[src/rtl/pmul_ladder_seq.sv]
// pmul_ladder_seq: constant-schedule Montgomery-ladder sequencer for the ECC point-multiply core (PMUL_LADDER_SEQ_LZSKIP_EN skips leading zero scalar bits)
module pmul_ladder_seq #(
  parameter int pKEY_WIDTH = 256,
  parameter int pWORDS     = pKEY_WIDTH/32,
  parameter int pAW        = 3
) (
  input  logic           crypto_clk,
  input  logic           reset_n,
  input  logic           I_start,
  output logic [pAW-1:0] O_k_addr,
  input  logic [31:0]    I_k_word,
  output logic           O_op_valid,
  output logic [1:0]     O_op_code,
  output logic           O_op_swap,
  input  logic           I_op_ready,
  input  logic           I_op_done,
  output logic [pAW-1:0] O_res_addr,
  input  logic [31:0]    I_res_x,
  input  logic [31:0]    I_res_y,
  output logic [pAW-1:0] O_r_addr,
  output logic           O_r_wren,
  output logic [31:0]    O_rx_word,
  output logic [31:0]    O_ry_word,
  output logic           O_ready,
  output logic           O_busy,
  output logic           O_done
);
  localparam int BW = $clog2(pKEY_WIDTH);
  localparam logic [pAW:0] LAST = pWORDS;
`ifdef PMUL_LADDER_SEQ_LZSKIP_EN
  localparam bit LZ = 1'b1;
`else
  localparam bit LZ = 1'b0;
`endif
  typedef enum logic [3:0] {S_IDLE, S_LOAD, S_FETCH, S_ADD, S_DOUBLE, S_NEXT, S_CONV, S_COPY, S_DONE} state_t;
  state_t state, state_nxt;
  logic wait_ph, seen, op_st, done_ev, skip_f, skip_n;
  logic [BW-1:0] bit_idx, idx_dec;
  logic [31:0] kw;
  logic [pAW:0] cnt;
  assign op_st   = state inside {S_LOAD, S_ADD, S_DOUBLE, S_CONV};
  assign done_ev = wait_ph && I_op_done;
  assign idx_dec = bit_idx - 1'b1;
  assign skip_f  = LZ && !seen && !I_k_word[bit_idx[4:0]];
  assign skip_n  = LZ && !seen && !kw[idx_dec[4:0]];
  always_ff @(posedge crypto_clk or negedge reset_n)
    if (!reset_n) begin
      state   <= S_IDLE;
      wait_ph <= 1'b0;
    end else begin
      state   <= state_nxt;
      wait_ph <= op_st && (wait_ph ? !I_op_done : I_op_ready);
    end
  always_comb begin
    state_nxt = state;
    case (state)
      S_IDLE:   state_nxt = I_start ? S_LOAD : S_IDLE;
      S_LOAD:   state_nxt = done_ev ? S_FETCH : S_LOAD;
      S_FETCH:  state_nxt = skip_f ? S_NEXT : S_ADD;
      S_ADD:    state_nxt = done_ev ? S_DOUBLE : S_ADD;
      S_DOUBLE: state_nxt = done_ev ? S_NEXT : S_DOUBLE;
      S_NEXT:   state_nxt = bit_idx == '0 ? S_CONV : bit_idx[4:0] == 5'd0 ? S_FETCH : skip_n ? S_NEXT : S_ADD;
      S_CONV:   state_nxt = done_ev ? S_COPY : S_CONV;
      S_COPY:   state_nxt = cnt == LAST ? S_DONE : S_COPY;
      S_DONE:   state_nxt = S_IDLE;
      default:  state_nxt = S_IDLE;
    endcase
  end
  always_ff @(posedge crypto_clk or negedge reset_n)
    if (!reset_n) begin
      bit_idx  <= '0;
      kw       <= '0;
      cnt      <= '0;
      seen     <= 1'b0;
      O_r_wren <= 1'b0;
      O_r_addr <= '0;
    end else begin
      if (state == S_IDLE && I_start) begin
        bit_idx <= BW'(pKEY_WIDTH-1);
        seen    <= 1'b0;
      end
      if (state == S_NEXT && bit_idx != '0) bit_idx <= idx_dec;
      if (state == S_FETCH) kw <= I_k_word;
      if (state_nxt == S_ADD) seen <= 1'b1;
      cnt      <= state == S_COPY ? cnt + 1'b1 : '0;
      O_r_wren <= state == S_COPY && cnt < LAST;
      O_r_addr <= state == S_COPY ? cnt[pAW-1:0] : '0;
    end
  always_comb begin
    O_ready    = state == S_IDLE;
    O_busy     = state != S_IDLE;
    O_done     = state == S_DONE;
    O_op_valid = op_st && !wait_ph;
    O_op_code  = state == S_ADD ? 2'b01 : state == S_DOUBLE ? 2'b10 : state == S_CONV ? 2'b11 : 2'b00;
    O_op_swap  = (state == S_ADD || state == S_DOUBLE) && kw[bit_idx[4:0]];
    O_k_addr   = bit_idx[pAW+4:5];
    O_res_addr = state == S_COPY ? cnt[pAW-1:0] : '0;
    O_rx_word  = O_r_wren ? I_res_x : '0;
    O_ry_word  = O_r_wren ? I_res_y : '0;
  end
endmodule

[config.mk]
export PLATFORM = sky130hd
export DESIGN_NAME = pmul_ladder_seq
export DESIGN_NICKNAME = d
export VERILOG_FILES = /design/src/rtl/pmul_ladder_seq.sv
export SDC_FILE = /design/constraint.sdc
export NUM_CORES = 1
export LEC_CHECK = 0
export ABC_AREA = 1
export BUFFER_PORTS_ARGS = -buffer_cell sky130_fd_sc_hd__buf_2
export CAP_MARGIN = 10
export CORE_MARGIN = 2
export CORE_UTILIZATION = 45
export DETAILED_ROUTE_END_ITERATION = 7
export PLACE_DENSITY = 0.91
export SYNTH_ARGS = -nofsm -noshare
export SYNTH_HDL_FRONTEND = slang
export SYNTH_SLANG_ARGS = --single-unit
[constraint.sdc]
create_clock -name crypto_clk -period 2.72 [get_ports crypto_clk]
set_clock_uncertainty 0.15 [all_clocks]
set_input_delay 0.816 -clock crypto_clk [delete_from_list [all_inputs] [get_ports crypto_clk]]
set_output_delay 0.816 -clock crypto_clk [all_outputs]
set_load 0.01 [all_outputs]
### Word level (Yosys, flattened, before mapping)

Cells that the tools add are included.

* flip-flop bits (word level): 53
* input bits: 101
* output and inout port bits: 81
* logic and storage cells: 58

* $add $sub $neg: 2
* order comparisons: 2
* equality and inequality tests: 9
* muxes and demuxes: 21
* reductions and logical operators: 17

Operators by type and width (number)
* $mux 32: 2
* $pmux 4 s8: 1
* $eq 4x3->1 const B: 4
* $mux 8: 2
* $mux 3: 3
* $eq 4x2->1 const B: 2
* $eq 4x4->1 const B: 2
* $logic_not 8->1: 1
* $mux 2: 4
* $mux 4: 2
* $reduce_bool 4->1: 2
* $reduce_bool 8->1: 1
* $sub 8x1->8 const B: 1
* $logic_and 1x1->1: 7
* $lt 5x6->1 const B: 1
* $mux 1: 6
* $bmux 1 s5: 1
* $logic_not 5->1: 1
* $add 4x1->4 const B: 1
* $eq 4x1->1 const B: 1
* $logic_not 4->1: 1
* $lt 4x4->1 const B: 1
* $logic_not 1->1: 2
* $reduce_bool 2->1: 1
* $logic_or 1x1->1: 1

### Logic depth before layout (Yosys ltp)

Gate-level depths: netlist (run 1).

* depth after elaboration: 4
* depth in mapped cells: 12

### Worst setup path after synthesis (run 1)

No wires, ideal clock.

* path type: register to output
* start: register bit_idx[0]
* end: output port O_op_swap
* arrival: 1.275 ns
* required time: 1.754 ns
* setup slack: 0.479 ns
* stages on the path, launching flop included: 12
* buffers on the path: 2
* path through: dfrtp_1 -> buf_2 -> inv_4 -> buf_4 -> nand2_1 -> nand3_1 -> nand3_1 -> nand2_1 -> nand2_1 -> nand3_1 -> nand2_1 -> nor2_1

* longest elaborated chain between the ends: 3

RTL lines
* start, declared: RTL line 38 `logic [BW-1:0] bit_idx, idx_dec;`
* start signal, assigned: RTL line 79 `bit_idx <= BW'(pKEY_WIDTH-1);`
* start signal, assigned: RTL line 82 `if (state == S_NEXT && bit_idx != '0) bit_idx <= idx_dec;`
* $bmux 1 s5: RTL line 95 `O_op_swap = (state == S_ADD || state == S_DOUBLE) && kw[bit_idx[4:0]];`
* $mux 1 (implied by the code): RTL line 95
* $logic_and 1x1->1: RTL line 95
* end, declared: RTL line 14 `output logic O_op_swap,`

Every way passes these cells. The select of a mux whose other input is x is not followed.

### Worst setup path after layout (run 1)

Ends and elaborated chain as after synthesis.

==> results.py, run 1 <==
metrics = {
    "run_status": {
        "outcome": "finished, violations left",
        "violations": "negative setup slack",
    },
    "grt": {
        "grtUsageTotal_pct": 24.3,
        "grt_max_degree": 35,
        "grt_pass1_wl_um": 14700,
        "grt_overflow_total": 0,
        "antenna_found_initial": 0,
        "grt_pass1_vias": 3132,
    },
    "die": {
        "io_pins": 182,
        "die_w_um": 89.0,
        "placementRows": 31,
        "start_util_pct": 45.6,
        "die_height_um": 89.0,
        "fp.coreArea_mm2": 0.00714,
        "die-area_mm2": 0.00793,
    },
    "cells_and_area": {
        "final_common_cell": "buf_2",
        "fin_nets": 700,
        "layout.cells.most_common_list": "buf_2 (182), nand2_1 (117), inv_1 (85), dfrtp_1 (51), nand3_1 (28)",
        "fin_area_mm2": 0.00440,
        "drive_gt1_share_pct": 42.2,
        "syn2layout_area_growth_pct": 35.1,
        "stdcell_count": 696,
        "utilization_pct": 61.6,
        "antenna_cells": 0,
    },
    "setup_path": {
        "reg2reg_to": "bit_idx[0]$_DFFE_PN0P_",
        "critPathLaunchType": "flip-flop",
        "slowest_delay_ns": 0.51,
        "cp_top_family": "flip-flops",
        "critPathKind": "flip-flop to output port",
        "crit_required_ns": 1.75,
        "crit_end": "O_op_swap",
        "crit_buf_inv": 2,
        "path_cells": "buf_2 > a21oi_1 > o21ai_1 > nand3_1 > a21oi_1 > nor2_1 > nor2_1 > buf_2",
        "path_depth": 8,
        "cp_data_arrival_time_ns": 1.79,
        "rr_worst_depth": 10,
        "reg2reg_slack_ns": 0.62,
        "end_kind": "output port",
        "critPathMaxFanout": 5,
        "critPathLaunch": "bit_idx[0]$_DFFE_PN0P_",
        "timing.rr.start": "bit_idx[0]$_DFFE_PN0P_",
        "cp_slowest_cell": "dfrtp_2",
    },
    "synthesis": {
        "synth_warnings": 0,
        "synthAdderAreaFrac_pct": 1.15,
        "synth-simple-area-share_pct": 24.0,
        "async_flop_share_pct": 100,
        "synth_top_cell_by_area": "dfrtp_1",
        "synth_ff_type": "dfrtp_1",
        "synth_top_cell_area_share_pct": 40.8,
        "seq_area_frac_synth_pct": 40.8,
        "ys_ff_latch": 53,
        "synth_top_family_by_area": "simple AND/OR/NAND/NOR gates",
        "synth-edff-count": 0,
        "synth_area_mm2": 0.00325,
        "synth_xor_area_share_pct": 1.61,
        "syn-instance-count": 414,
        "synth_nets": 518,
        "ys_types": 31,
        "synthMuxAreaShare_pct": 13.4,
        "yosys-top-cells-area": "dfrtp_1 (41%), nand2_1 (13%), mux2_4 (12%)",
        "synth_compound_area_share_pct": 5.04,
        "syn_avg_cell_area_um2": 7.86,
    },
    "placement": {
        "place_congestion": 1.00,
        "place_hpwl_um": 7850,
        "placed_cell_area_mm2": 0.00421,
        "portBuffers": 181,
        "placed_cells_incl_taps": 682,
    },
    "timing": {
        "setup_viol": 1,
        "drv_slew": 0,
        "rsz0062_at_grt": "true",
        "fmax_ghz": 0.363,
        "fin_crit_sh_pct": 101,
        "max-slew-margin-rel_pct": 52.3,
        "hold_violations": 0,
        "fin_crit_ns": 2.75,
        "tightest_slew_ns": 0.716,
        "holdWs_ns": 0.316,
        "setup_slack_ns": -0.0334,
    },
    "pwr": {
        "p_total_mw": 4.06,
        "ir_drop_mv": 0.596,
        "p_leak_nw": 2.94,
        "power_density_mw_per_mm2": 923,
    },
    "route": {
        "via_count": 3348,
        "drt_first_pass_iters": 5,
        "ant_nets": 0,
        "wirelength_um": 10100,
        "vias_per_cell": 4.81,
        "drc": 0,
        "post_drt_wl_per_cell_um": 14.5,
        "drt_iter0_markers": 180,
    },
    "cts": {
        "clockRootBuffer": "clkbuf_8",
        "clockBufferDepth": 2,
        "cts_made_buffers": 5,
        "cts_num_sinks": 53,
        "cts_hold_buf": 0,
        "cts.clk_slew.worst_paths_ns": 0.10,
        "h-tree-depth": 2,
        "clk_latency_ns": 0.31,
        "tritoncts": "yes",
    },
    "worst_hold_path": {
        "hp-class": "flip-flop to flip-flop",
    },
    "run": {
        "drv_cap": 0,
    },
}
[worst register-to-register path: stages, from the launching register on]
cell     delay (ns)
dfrtp_2        0.51
inv_8          0.13
buf_4          0.12
ha_1           0.20
nand3_2        0.16
nor2_4         0.15
nand3_2        0.08
nand2_2        0.10
nand2_2        0.17
nand2_1        0.12
o21ai_1        0.10
[sequential cells by signal (all words and copies together) (netlist names)]
register  flops
O_r_addr      3
O_r_wren      1
bit_idx       8
cnt           4
kw           32
state         4
wait_ph       1
[synthesized netlist by cell type (3+ instances only)]
cell	instances
a21oi_1	7
buf_4	5
buf_6	4
clkbuf_1	7
dfrtp_1	53
ha_1	3
inv_1	85
inv_2	3
mux2_2	4
mux2_4	26
nand2_1	117
nand2_2	4
nand3_1	30
nor2_1	26
nor2_2	3
o21ai_0	11
o21ai_1	3
xor2_1	5
[routing by layer]
layer | vias to the layer above | wire length, µm | global-route usage, %
li1 | 1608 | - | -
met1 | 1551 | 3820 | 27.9
met2 | 168 | 5110 | 44.4
met3 | 21 | 903 | 4.71
met4 | 0 | 272 | 9.91
met5 | - | 0 | 0
[how the worst min path moves through the flow]
stage                     start               end  slack (ns)  depth (start not counted)
6_report       cnt[0]$_DFF_PN0_  cnt[0]$_DFF_PN0_        0.32                          1
5_1_grt        cnt[0]$_DFF_PN0_  cnt[0]$_DFF_PN0_        0.33                          1
4_1_cts        cnt[0]$_DFF_PN0_  cnt[0]$_DFF_PN0_        0.32                          1
3_5_place_dp   cnt[0]$_DFF_PN0_  cnt[0]$_DFF_PN0_        0.31                          1
3_3_place_gp   cnt[0]$_DFF_PN0_  cnt[0]$_DFF_PN0_        0.30                          1
2_1_floorplan  cnt[0]$_DFF_PN0_  cnt[0]$_DFF_PN0_        0.28                          1
[power breakdown]
part	leakage, nW	switching [mW]	internal, mW
registers	0.627	0.309	1.13
logic	2.25	1.06	0.999
clock network	0.0585	0.261	0.300
total	2.94	1.63	2.43
[logic make-up (layout without fill, tap and decap cells)]
group                      count (synthesis)  in the layout
AOI/OAI and AO/OA                         28             28
xor gates and xnor gates                   6              6
muxes                                     30             30
adders and majority gates                  3              3
and+or+nand+nor                          186            186
buffers and inverters                    108            291
DFF                                       53             53
[repair_timing]
| item | CTS | global route |
|---|---|---|
| cloned | 0 | 1 |
| pin swaps | 0 | 6 |
| gates resized for setup | 1 | 9 |
| buffers inserted | 3 | 2 |
| endpoints found under the setup margin | 1 | 1 |
[layout make-up]
type	count	area, µm²
sequential	53	1330
clock buffer	7	86.3
tap	99	124
clock inverter	1	30.0
multi-input combinational	253	1480
fill	645	2740
inverter	90	349
timing repair buffer	193	1000
[per-stage QoR]
| step | TNS (ns) | setup slack (ns) |
|---|---|---|
| after floorplan | 0 | 0.479 |
| after global placement | 0 | 0.218 |
| after detailed placement | 0 | 0.182 |
| after CTS | 0 | 0.0440 |
| after global routing | -0.145 | -0.145 |
| final | -0.0334 | -0.0334 |
(Power assumes the default switching activity.)
==> inputs of run 2 (changes only) <==
Settings changed: RECOVER_POWER set to 25.
==> results.py, run 2 (synthesized netlist as in run 1, its figures left out) <==
metrics = {
    "worst_hold_path": {
        "hold_start": "cnt[0]$_DFF_PN0_",
        "hp-class": "flip-flop to flip-flop",
        "hold_end": "cnt[0]$_DFF_PN0_",
        "whs_path_depth": 1,
    },
    "die": {
        "die_w_um": 89.0,
        "placementRows": 31,
        "fp.coreArea_mm2": 0.00714,
        "die_height_um": 89.0,
        "die-area_mm2": 0.00793,
        "start_util_pct": 45.6,
        "io_pins": 182,
    },
    "grt": {
        "gr-usage-met3_pct": 4.71,
        "antenna_found_initial": 0,
        "grt_max_degree": 35,
        "met2_usage_pct": 44.4,
        "grt_util_met1_pct": 27.9,
        "grt_pass1_vias": 3132,
        "grt_pass1_wl_um": 14700,
        "grt_overflow_total": 0,
        "grt_busiest_layer": "met2",
        "grtUsageTotal_pct": 24.3,
    },
    "cts": {
        "clk_latency_ns": 0.31,
        "h-tree-depth": 2,
        "cts_hold_buf": 0,
        "cts.clk_slew.worst_paths_ns": 0.09,
        "cts_num_sinks": 53,
        "clockBufferDepth": 2,
        "clockRootBuffer": "clkbuf_8",
        "cts_made_buffers": 5,
        "tritoncts": "yes",
    },
    "cells_and_area": {
        "regMostFlops": "kw",
        "layout.cells.most_common_list": "buf_2 (181), nand2_1 (117), inv_1 (86), dfrtp_1 (51), nand3_1 (28)",
        "multi_input_area_mm2": 0.00148,
        "fillers": 647,
        "antenna_cells": 0,
        "drive_gt1_share_pct": 41.9,
        "top_regs": "kw: 32 flops, bit_idx: 8 flops",
        "final_common_cell": "buf_2",
        "fin_nets": 700,
        "fin_area_mm2": 0.00439,
        "largest_reg_flops": 32,
        "ff_latch_area_mm2": 0.00133,
        "syn2layout_area_growth_pct": 35.0,
    },
    "timing": {
        "setup_slack_ns": -0.0336,
        "fin_crit_sh_pct": 101,
        "drv_slew": 33,
        "fmax_ghz": 0.363,
        "setup_viol": 1,
        "tightest_slew_ns": 1.70,
        "fin_crit_ns": 2.75,
        "rsz0062_at_grt": "true",
        "hold_violations": 0,
        "max-slew-margin-rel_pct": -13.4,
    },
    "setup_path": {
        "rr_worst_depth": 10,
        "critPathMaxFanout": 5,
        "critPathLaunchType": "flip-flop",
        "crit_required_ns": 1.75,
        "reg2reg_slack_ns": 0.64,
        "end_kind": "output port",
        "cp_data_arrival_time_ns": 1.79,
        "reg2reg_to": "bit_idx[0]$_DFFE_PN0P_",
        "critPathKind": "flip-flop to output port",
        "timing.rr.start": "bit_idx[0]$_DFFE_PN0P_",
    },
    "route": {
        "vias_per_cell": 4.81,
        "via_count": 3351,
        "post_drt_wl_per_cell_um": 14.5,
        "drc": 0,
        "drt_first_pass_iters": 4,
        "wirelength_um": 10100,
        "drt_iter0_markers": 216,
        "ant_nets": 0,
    },
    "placement": {
        "dp_worst_setup_slack_ns": 0.182,
        "place_congestion": 1.00,
        "placed_cell_area_mm2": 0.00421,
        "place_hpwl_um": 7850,
        "portBuffers": 181,
    },
    "run_status": {
        "violations": "max-capacitance violations, max-slew violations, negative setup slack",
        "outcome": "finished, violations left",
    },
    "pwr": {
        "p_leak_nw": 2.94,
        "power_density_mw_per_mm2": 923,
        "ir_drop_mv": 0.596,
    },
    "run": {
        "drv_cap": 1,
    },
}
## run 2: area by class of cell
cell class | instances | share of cell area (%)
inverters | 90 | 7.94
well taps | 99 | 2.82
multi-input cells | 253 | 33.7
clock buffers | 7 | 1.96
clock inverters | 1 | 0.683
flip-flops and latches | 53 | 30.2
repair buffers | 193 | 22.7
## run 2: worst max path at each step
stage | startpoint | endpoint
6_report | bit_idx[0]$_DFFE_PN0P_ | O_op_swap
5_1_grt | bit_idx[0]$_DFFE_PN0P_ | O_op_swap
4_1_cts | bit_idx[0]$_DFFE_PN0P_ | O_op_swap
3_5_place_dp | bit_idx[0]$_DFFE_PN0P_ | O_op_swap
3_3_place_gp | bit_idx[0]$_DFFE_PN0P_ | O_op_swap
2_1_floorplan | bit_idx[0]$_DFFE_PN0P_ | O_op_swap
## run 2: worst max-delay path, stage by stage, from the launching register on
cell     delay (ns)
dfrtp_2        0.51
buf_2          0.19
a21oi_1        0.06
o21ai_1        0.09
nand3_1        0.09
a21oi_1        0.16
nor2_1         0.08
nor2_1         0.14
buf_2          0.16
## run 2: per-layer routing
layer  share of wire, %  wire, µm
met5                  0         0
met4                2.8       278
met3                8.7       877
met2                 50      5080
met1                 38      3840
## run 2: repair_timing
| action | 4_1_cts | 5_1_grt |
|---|---|---|
| buffers inserted | 3 | 2 |
| pin swaps | 0 | 6 |
| endpoints found under the hold margin | 0 | 0 |
| cloned | 0 | 1 |
| gates resized for setup | 1 | 9 |
| setup endpoints to repair | 1 | 1 |
## run 2: power breakdown
part / internal (mW) / switching, mW
Clock: 0.300 / 0.262
Sequential: 1.13 / 0.307
Combinational: 0.998 / 1.06
## run 2: metrics by stage
stage / instances / power [mW] / TNS [ns] / hold WS, ns / utilization (%)
6_report: 696 / 4.05 / -0.0336 / 0.316 / 61.6
5_1_grt: 696 / 4.34 / -0.145 / 0.334 / 61.6
4_1_cts: 693 / 3.96 / 0 / 0.316 / 61.0
3_5_place_dp: 682 / 3.36 / 0 / 0.307 / 59.0
3_3_place_gp: 682 / 3.27 / 0 / 0.296 / 59.0
2_1_floorplan: 414 / 2.88 / 0 / 0.282 / -
==> inputs of run 3 (changes only) <==
Settings changed: CORE_UTILIZATION 45 to 41, GPL_ROUTABILITY_DRIVEN set to 0, PLACE_DENSITY 0.91 to 0.88.
Clock period 2.72 ns to 2.5 ns, I/O delays scaled along.
==> results.py, run 3 (synthesized netlist as in run 1, its figures left out) <==
metrics = {
    "pwr": {
        "clock_power_share_pct": 11.5,
        "swShare_pct": 41.8,
        "pwr-share-comb_pct": 53.2,
        "sequentialPowerShare_pct": 35.3,
        "internal-power_mw": 2.58,
        "p_total_mw": 4.43,
        "ir_drop_mv": 0.602,
        "power_switching_mw": 1.85,
        "power_density_mw_per_mm2": 999,
        "p_leak_nw": 2.94,
    },
    "timing": {
        "tightest_slew_ns": 1.33,
        "setup_slack_ns": -0.143,
        "drv_slew": 0,
        "rsz0062_at_grt": "true",
        "max-slew-margin-rel_pct": 11.0,
        "fin_crit_ns": 2.64,
        "fin_crit_sh_pct": 106,
        "setup_viol": 1,
        "fmax_ghz": 0.378,
        "hold_violations": 0,
    },
    "grt": {
        "grt_pass1_vias": 3348,
        "grtUsageTotal_pct": 23.7,
        "grt_pass1_wl_um": 16200,
        "grt_overflow_total": 0,
        "grt_max_degree": 66,
        "antenna_found_initial": 0,
    },
    "cells_and_area": {
        "utilization_pct": 57.4,
        "syn2layout_area_growth_pct": 36.4,
        "layout.cells.most_common_list": "buf_2 (181), nand2_1 (110), inv_1 (84), dfrtp_1 (51), mux2_4 (26)",
        "regMostFlops": "kw",
        "antenna_cells": 0,
        "largest_reg_flops": 32,
        "top_regs": "kw: 32 flops, bit_idx: 8 flops",
        "final_common_cell": "buf_2",
        "drive_gt1_share_pct": 44.7,
        "fin_nets": 700,
    },
    "route": {
        "post_drt_wl_per_cell_um": 15.0,
        "drt_first_pass_iters": 4,
        "ant_nets": 0,
        "drt_iter0_markers": 165,
        "drc": 0,
        "wirelength_um": 10500,
        "via_count": 3347,
        "vias_per_cell": 4.79,
    },
    "setup_path": {
        "cp_slowest_cell": "dfrtp_2",
        "path_cells": "buf_6 > nand2_1 > nand3_1 > nand3_1 > nand2_1 > nand2_1 > nand3_1 > nand2_1 > nor2_2 > buf_2",
        "path_depth": 10,
        "critPathMaxFanout": 5,
        "crit_required_ns": 1.60,
        "crit_top_cell": "nand2_1",
        "end_kind": "output port",
        "rr_worst_depth": 11,
        "crit_end": "O_op_swap",
        "reg2reg_slack_ns": 0.23,
        "cp_top_family": "simple AND/OR/NAND/NOR gates",
        "reg2reg_to": "bit_idx[7]$_DFFE_PN0P_",
        "cp_data_arrival_time_ns": 1.74,
        "critPathKind": "flip-flop to output port",
        "critPathLaunchType": "flip-flop",
        "critPathLaunch": "bit_idx[0]$_DFFE_PN0P_",
        "timing.rr.start": "bit_idx[0]$_DFFE_PN0P_",
        "slowest_delay_ns": 0.49,
        "crit_buf_inv": 2,
    },
    "die": {
        "placementRows": 32,
        "die-area_mm2": 0.00867,
        "start_util_pct": 42.1,
        "fp.coreArea_mm2": 0.00773,
        "io_pins": 182,
        "die_w_um": 93.1,
        "die_height_um": 93.1,
    },
    "cts": {
        "cts_hold_buf": 0,
        "tritoncts": "yes",
        "clk_latency_ns": 0.32,
        "clockRootBuffer": "clkbuf_8",
        "h-tree-depth": 2,
        "cts_num_sinks": 53,
        "cts_made_buffers": 5,
        "cts.clk_slew.worst_paths_ns": 0.10,
        "clockBufferDepth": 2,
    },
    "run_status": {
        "violations": "negative setup slack",
        "outcome": "finished, violations left",
    },
    "placement": {
        "dp_worst_setup_slack_ns": 0.230,
        "place_hpwl_um": 8070,
        "portBuffers": 181,
    },
    "worst_hold_path": {
        "hp-class": "flip-flop to flip-flop",
    },
    "run": {
        "drv_cap": 0,
    },
}
## run 3: how the worst min path moves through the flow
stage | startpoint | to | slack [ns] | depth (start not counted)
6_report | cnt[0]$_DFF_PN0_ | cnt[0]$_DFF_PN0_ | 0.32 | 1
5_1_grt | cnt[0]$_DFF_PN0_ | cnt[0]$_DFF_PN0_ | 0.37 | 1
4_1_cts | reset_n | kw[22]$_DFFE_PN0P_ | 0.28 | 2
3_5_place_dp | cnt[0]$_DFF_PN0_ | cnt[0]$_DFF_PN0_ | 0.32 | 1
3_3_place_gp | cnt[0]$_DFF_PN0_ | cnt[0]$_DFF_PN0_ | 0.30 | 1
2_1_floorplan | cnt[0]$_DFF_PN0_ | cnt[0]$_DFF_PN0_ | 0.28 | 1
## run 3: what timing repair did
item,CTS,global route
buffers inserted,1,3
endpoints found under the setup margin,1,5
gates resized for setup,6,23
pin swaps,1,14
gates cloned,2,1
## run 3: metal layers
metal | vias up | track usage [%] | share of wire (%)
met3 | 20 | 4.11 | 7.3
met4 | 0 | 5.76 | 1.9
met5 | - | 0 | 0
li1 | 1604 | - | -
met2 | 145 | 45.5 | 53
met1 | 1578 | 27.2 | 38
## run 3: power groups by stage
stage | Clock (mW) | Sequential [mW] | Combinational [mW]
6_report | 0.511 | 1.56 | 2.36
5_1_grt | 0.551 | 1.60 | 2.60
4_1_cts | 0.517 | 1.54 | 2.21
3_5_place_dp | 0 | 1.54 | 2.16
3_3_place_gp | 0 | 1.52 | 2.06
2_1_floorplan | 0 | 1.41 | 1.71
## run 3: worst reg2reg max path: stages (launching register included)
cell	delay (ns)
dfrtp_2	0.49
clkinvlp_4	0.20
buf_4	0.17
buf_4	0.14
ha_1	0.24
nand3_2	0.14
nor2_4	0.05
nand3_2	0.07
nand2_2	0.07
nand2_2	0.22
o21ai_0	0.17
o21ai_1	0.10
## run 3: layout make-up
class                      instances  area [µm²]
clock buffer                       8        90.1
fill                             707        3290
inverter                          90         344
multi-input combinational        253        1530
sequential                        53        1330
tap                              102         128
timing repair buffer             192        1010
timing repair inverter             1        7.51
## run 3: per-stage QoR
stage | hold WS, ns | TNS (ns) | area, µm² | instances
after CTS | 0.277 | -0.0711 | 4350 | 695
final | 0.325 | -0.143 | 4440 | 699
after global routing | 0.366 | -0.298 | 4440 | 699
after detailed placement | 0.318 | 0 | 4230 | 684
after global placement | 0.296 | 0 | 4230 | 684
after floorplan | 0.282 | 0 | 3250 | 414
